$ cat src/rtl/calc_pkg.sv
// Shared calculator definitions: the serial-subtractor state type and default datapath width.
// Latency: n/a (declarations only).
// Backpressure: n/a.
package calc_pkg;

    // Default operand/result width for calculator datapath blocks.
    localparam int CALC_WIDTH = 8;

    // Serial subtractor control states.
    typedef enum logic [1:0] {
        IDLE = 2'd0,
        RUN  = 2'd1,
        DONE = 2'd2
    } calc_state_t;

endpackage

$ cat src/rtl/one_bit_subtractor.sv
// Combinational full-subtractor cell: Diff = A - B - Bin (one bit), Bout = borrow out.
// Latency: 0 cycles (pure combinational).
// Backpressure: none.
// Ports: A, B, Bin (inputs); Diff, Bout (outputs).
module one_bit_subtractor (
    input  logic A,
    input  logic B,
    input  logic Bin,
    output logic Diff,
    output logic Bout
);

    assign Diff = A ^ B ^ Bin;
    // Borrow when B exceeds A outright, or when they are equal and a borrow ripples in.
    assign Bout = (~A & B) | (~(A ^ B) & Bin);

endmodule

$ cat src/rtl/serial_subtractor.sv
// Bit-serial N-bit subtractor: (A - B - Borrow_in) mod 2^N, one bit per clock through a single cell.
// Latency: done pulses N cycles after the accepted start edge; one operation per N+2 cycles.
// Backpressure: start is only sampled in IDLE; requests while busy are dropped, never queued.
// Ports: clk, rst (async, active-high); start, A, B, Borrow_in (request);
//        busy, done, Diff, Borrow_out, Overflow, Zero (registered status and results).
module serial_subtractor
    import calc_pkg::*;
#(
    parameter int N = CALC_WIDTH
) (
    input  logic         clk,
    input  logic         rst,
    input  logic         start,
    input  logic [N-1:0] A,
    input  logic [N-1:0] B,
    input  logic         Borrow_in,
    output logic         busy,
    output logic         done,
    output logic [N-1:0] Diff,
    output logic         Borrow_out,
    output logic         Overflow,
    output logic         Zero
);

    // Counter only has to reach N-1; the last-bit compare is exact, so no aliasing for any N >= 2.
    localparam int CW = (N > 1) ? $clog2(N) : 1;
    localparam logic [CW-1:0] LAST_BIT = CW'(N - 1);

    calc_state_t   state;
    logic [N-1:0]  a_sh;
    logic [N-1:0]  b_sh;
    logic [N-1:0]  res_sh;
    logic          bw;
    logic          a_msb;
    logic          b_msb;
    logic [CW-1:0] cnt;

    logic          d_bit;
    logic          bw_next;
    logic [N-1:0]  diff_fin;

    one_bit_subtractor u_cell (
        .A    (a_sh[0]),
        .B    (b_sh[0]),
        .Bin  (bw),
        .Diff (d_bit),
        .Bout (bw_next)
    );

    // Result register after this cycle's bit is shifted in; on the last bit it is the full difference.
    assign diff_fin = {d_bit, res_sh[N-1:1]};

    always_ff @(posedge clk or posedge rst) begin
        if (rst) begin
            state      <= IDLE;
            a_sh       <= '0;
            b_sh       <= '0;
            res_sh     <= '0;
            bw         <= 1'b0;
            a_msb      <= 1'b0;
            b_msb      <= 1'b0;
            cnt        <= '0;
            busy       <= 1'b0;
            done       <= 1'b0;
            Diff       <= '0;
            Borrow_out <= 1'b0;
            Overflow   <= 1'b0;
            Zero       <= 1'b0;
        end else begin
            case (state)
                IDLE: begin
                    if (start) begin
                        a_sh  <= A;
                        b_sh  <= B;
                        bw    <= Borrow_in;
                        // Sign bits are shifted out during RUN, so keep them for the overflow flag.
                        a_msb <= A[N-1];
                        b_msb <= B[N-1];
                        cnt   <= '0;
                        busy  <= 1'b1;
                        state <= RUN;
                    end
                end
                RUN: begin
                    a_sh   <= a_sh >> 1;
                    b_sh   <= b_sh >> 1;
                    bw     <= bw_next;
                    res_sh <= diff_fin;
                    if (cnt == LAST_BIT) begin
                        cnt        <= '0;
                        state      <= DONE;
                        done       <= 1'b1;
                        Diff       <= diff_fin;
                        Borrow_out <= bw_next;
                        // d_bit is the result MSB on the final bit.
                        Overflow   <= (a_msb != b_msb) && (d_bit != a_msb);
                        Zero       <= ~|diff_fin;
                    end else begin
                        cnt <= cnt + CW'(1);
                    end
                end
                DONE: begin
                    done  <= 1'b0;
                    busy  <= 1'b0;
                    state <= IDLE;
                end
                default: begin
                    state <= IDLE;
                end
            endcase
        end
    end

endmodule
$ cat config.mk
export PLATFORM = sky130hd
export DESIGN_NAME = serial_subtractor
export DESIGN_NICKNAME = d
export VERILOG_FILES = /design/src/rtl/calc_pkg.sv /design/src/rtl/one_bit_subtractor.sv /design/src/rtl/serial_subtractor.sv
export SDC_FILE = /design/constraint.sdc
export NUM_CORES = 1
export LEC_CHECK = 0
export CORE_MARGIN = 3
export CORE_UTILIZATION = 40
export DETAILED_ROUTE_END_ITERATION = 16
export PLACE_DENSITY = 0.69
export SETUP_SLACK_MARGIN = 0.2
export SLEW_MARGIN = 0
export SYNTH_ARGS = -nofsm -noshare
export SYNTH_HDL_FRONTEND = slang
export SYNTH_HIERARCHICAL = 1
export SYNTH_SLANG_ARGS = --single-unit
export TNS_END_PERCENT = 50
$ cat constraint.sdc
create_clock -name clk -period 1.9 [get_ports clk]
set_clock_uncertainty 0.2 [all_clocks]
set_input_delay 0.38 -clock clk [delete_from_list [all_inputs] [get_ports clk]]
set_output_delay 0.38 -clock clk [all_outputs]
set_load 0.005 [all_outputs]
# --- Word level (Yosys, flattened, before mapping) ---
# Cells that the tools add are included.
word_totals:
  reg_bits: 45
  input_bits: 20
  wordCells: 58
op_classes:
  addsub: 1
  eq_ne: 7
  mux: 16
  bitwise: 7
  n_reduce_logical: 13
op_table:
  columns: ["operator", "count"]
  rows:
  - ["$pmux W8 S2", 2]
  - ["$mux W8", 2]
  - ["$reduce_and A2 Y1", 6]
  - ["$reduce_or A8 Y1", 1]
  - ["$mux W3", 2]
  - ["$pmux W1 S2", 3]
  - ["$pmux W3 S2", 1]
  - ["$reduce_bool A2 Y1", 3]
  - ["$mux W2", 2]
  - ["$ne A2 B2 Y1 const B", 2]
  - ["$pmux W2 S2", 1]
  - ["$add A3 B1 Y3 const B", 1]
  - ["$eq A3 B3 Y1 const B", 1]
  - ["$mux W1", 3]
  - ["$and A1 B1 Y1", 2]
  - ["$eq A2 B1 Y1 const B", 1]
  - ["$eq A2 B2 Y1 const B", 1]
  - ["$logic_not A2 Y1", 1]
  - ["$ne A1 B1 Y1", 2]
  - ["$not A1 Y1", 2]
  - ["$xor A1 B1 Y1", 2]
  - ["$logic_and A1 B1 Y1", 1]
  - ["$logic_not A1 Y1", 1]
  - ["$or A1 B1 Y1", 1]

# --- Logic depth before layout (Yosys ltp) ---
logic_depth:
  word_depth: 5
  mapped_depth: 6

# --- Cells and area by module ---
# The synthesis kept the hierarchy.
modules_own_cells:
  columns: ["module", "instances", "cells_each", "area_per_inst_um2", "seq_area_each_um2"]
  rows:
  - ["serial_subtractor", 1, 157, 1889.3, 1101.1]
  - ["one_bit_subtractor", 1, 4, 31.3, 0.0]

# --- Worst setup path after synthesis ---
# OpenSTA, ideal clock, no wires.
synth_timing:
  path_kind: "register to register"
  startpoint: "register cnt[0]"
  endpoint: "register Borrow_out"
  setup_ps: 125
  t_arrival_ps: 1354
  required_time_ps: 1575
  slack_ps: 221
  path_stages_with_launch: 6
  n_path_buf: 1
  period_less_slack_ps: 1679
  cell_sequence: "dfrtp_1 ha_1 ha_1 nand3b_4 buf_6 mux2_2"
synth_via:
  elab_chain_cells: 2
synth_rtl:
  columns: ["element", "line_no", "source"]
  rows:
  - ["start: declaration", "serial_subtractor.sv:36", "logic [CW-1:0] cnt;"]
  - ["start signal: assignment", "serial_subtractor.sv:99", "cnt <= cnt + CW'(1);"]
  - ["$eq A3 B3 Y1", "serial_subtractor.sv:89", "if (cnt == LAST_BIT) begin"]
  - ["$reduce_and A2 Y1 (no source line)", null, null]
  - ["end signal: assignment", "serial_subtractor.sv:94", "Borrow_out <= bw_next;"]
  - ["end: declaration", "serial_subtractor.sv:20", "output logic Borrow_out,"]
# No other way between the ends.
# A chain may end at the register's enable or synchronous reset.

# --- Worst setup path in the final report ---
layout_timing:
  startpoint: "register Diff[2]"
  endpoint: "output Diff[2]"
layout_rtl:
  columns: ["element", "line_no", "source"]
  rows:
  - ["start: declaration", "serial_subtractor.sv:19", "output logic [N-1:0] Diff,"]
  - ["start signal: assignment", "serial_subtractor.sv:93", "Diff <= diff_fin;"]
# No word-level cell between the ends.

==> reports/summary.txt <==
Drt initial violations - 68
Buf+Inv Stages, Crit Path - 1
Crit start category - flip-flop
Max incr delay on CP - 500 ps
CTS max path bufs - 2
R2r setup slk - 220 ps
Dominant synthesized flop cell - dfrtp_1
Tcrit/Tclk final - 91.3%
Htree depth - 2
Die width - 75.3 um
Final setup fails - 0
Dpl cell area - 2300 sq um
Yosys reg bits - 44
Min-Delay Path Class - primary input to asynchronous set/reset pin
Worst skew pair latency - 290 ps
Family with the most delay on the worst path - buffers and inverters
Normalized max-slew margin - 67.2%
Reg clk slew, reported paths - 80 ps
Crit path max-delay cell type - clkdlybuf4s50_1
DRC - 0
Die area - 5670 sq um
Syn avg cell area - 11.9 sq um
Post-DRT Antenna Nets - 0
Post-DP HPWL - 2680 um
Final number of max-transition violations - 0
Layout cells sized above 1 - 22.7%
Reg2reg start - b_sh[0]
Crit-path cells - clkdlybuf4s50_1
Static Leak - 1.11 nW
RSZ-0062 raised after global routing - true
EDFF count, synth - 0
Worst Path Required - 1320 ps
Vias per cell - 5.28
Vias in the first global route - 1456
CP arrival - 1160 ps
Status - complete, no violations
IO Port Bufs - 32
# hold bufs at CTS - 0
Syn Inst Count - 161
Type of the worst setup path - flip-flop to output pin
Mapped Area - 1920 sq um
First-pass GRT wire length - 6710 um
MaxCap Viol Count - 0
Critical path endpoint category - output pin
Measured slew at the worst slew-check pin - 491 ps
Die Ht - 75.3 um
CTS tree - built
Ports - 33
Overflow after GRT - 0
DR WL/cell - 15.7 um
Finished Cell Area - 2480 sq um
Most common cell in the netlist - dfrtp_1
Rows - 24
Final hold violation count - 0
Nets - 229
Syn-to-layout area delta - 29.3%
Yosys cell types - 24
Tot GR Track Use - 15.8%
Pwr Total - 3.69 mW
Drt total wl - 4070 um
Via count - 1368
Clock period minus worst slack - 1740 ps
Final core occ - 55.1%
Initial Utilization - 42.6%
Fmax - 576 MHz
Pwr/cell area - 1490 nW/um^2
GP Congestion - 0.831
Initial antenna violation count - 0
CORE AREA - 4500 sq um
Net Count, Synth - 184
Synth cell count leaders - dfrtp_1 (44), nand2_1 (19), mux2_2 (18), o21ai_0 (18), a22oi_1 (8)
Largest net degree at the start of global routing - 29
Clk sink count - 44
CP max FO - 2
Synth area leaders - dfrtp_1 (57%), mux2_2 (11%), o21ai_0 (4.7%)
Post-synth top area share - 57.3%
N_diodes - 0
CTS buffer count - 5
Warnings, synthesis - 6
FFs w/ async S/R, synth - 100%
Pre-antenna DRT Iters - 4
Post-synthesis sequential area ratio - 57.3%
Maximum VDD drop - 758 uV
Root Driver - clkbuf_8
Reg2Reg Depth - 5
Post-synth top area cell - dfrtp_1
RR Endpoint - Overflow
worst max path at each step:
stage | start | endpoint | slack, ps | cells past startpoint
final | Diff[2] | Diff[2] | 160 | 1
after global routing | busy | busy | 120 | 1
after CTS | Diff[5] | Diff[5] | 160 | 1
after detailed placement | start | cnt[2] | -180 | 3
after global placement | start | cnt[1] | -100 | 3
after floorplan | cnt[0] | Borrow_out | 220 | 5
report_power, final:
group,internal [mW],total (mW),switching [mW]
combinational,0.817,1.45,0.632
sequential,1.34,1.64,0.301
clock,0.297,0.598,0.302
registers in the layout, summed over array words and instances (netlist names):
register and cells:
Borrow_out 1, Diff 8, Overflow 1, Zero 1, a_msb 1, a_sh 8
b_msb 1, b_sh 8, busy 1, bw 1, cnt 3, done 1
res_sh 7, state 2
area by class of cell:
cell class,instances,area [sq um]
clock buffer,8,90.1
fill,385,2020
inverter,6,22.5
sequential,44,1100
timing repair buffer,46,425
multi-input combinational,103,777
tap,52,65.1
what timing repair did:
| action | CTS | global route |
|---|---|---|
| pin swaps | 1 | 2 |
| setup buffers | 3 | 2 |
| endpoints found under the setup margin | 44 | 35 |
| gates resized for setup | 8 | 8 |
| cloned | 0 | 1 |
placed cells by master (no fill, tap or decap), types with 2 or more instances in the layout:
| cell | instances |
|---|---|
| dfrtp_1 | 43 |
| clkdlybuf4s50_1 | 23 |
| nand2_1 | 19 |
| o21ai_0 | 18 |
| mux2_2 | 18 |
| buf_4 | 14 |
| a22oi_1 | 8 |
| and2_1 | 7 |
| a31oi_1 | 7 |
| clkbuf_8 | 6 |
| dlygate4sd2_1 | 6 |
| a22o_1 | 5 |
| inv_1 | 5 |
| a21oi_1 | 4 |
| nor2_1 | 3 |
| dlymetal6s2s_1 | 3 |
| nand3b_4 | 2 |
| nor2b_1 | 2 |
| nand2b_1 | 2 |
| clkbuf_1 | 2 |
kinds of logic (layout without fill, tap and decap cells):
kind of cell / Yosys count / count (layout) / share of synthesized area (%)
buf+inv: 15 / 60 / 4.76
flops: 44 / 44 / 57.3
compound gates: 43 / 43 / 14.0
mux: 18 / 18 / 10.6
simple gates: 38 / 39 / 11.0
fa+ha+maj: 3 / 3 / 2.35
metrics by stage:
stage          TNS [ps]  cells  hold slack (ps)  worst slack [ps]
2_1_floorplan         0    161              242               221
6_report              0    259              219               165
3_5_place_dp      -3060    245              270              -175
5_1_grt               0    259              237               122
4_1_cts               0    256              215               157
3_3_place_gp      -1400    245              257             -97.6
routing by layer:
metal	global-route usage [%]	up-vias	wire, um
met5	0	-	0
met4	5.44	0	59
met3	5.28	6	235
met2	25.4	36	1920
met1	20.1	673	1850
li1	-	653	-
No activity file was read; power rests on OpenSTA's default activity.
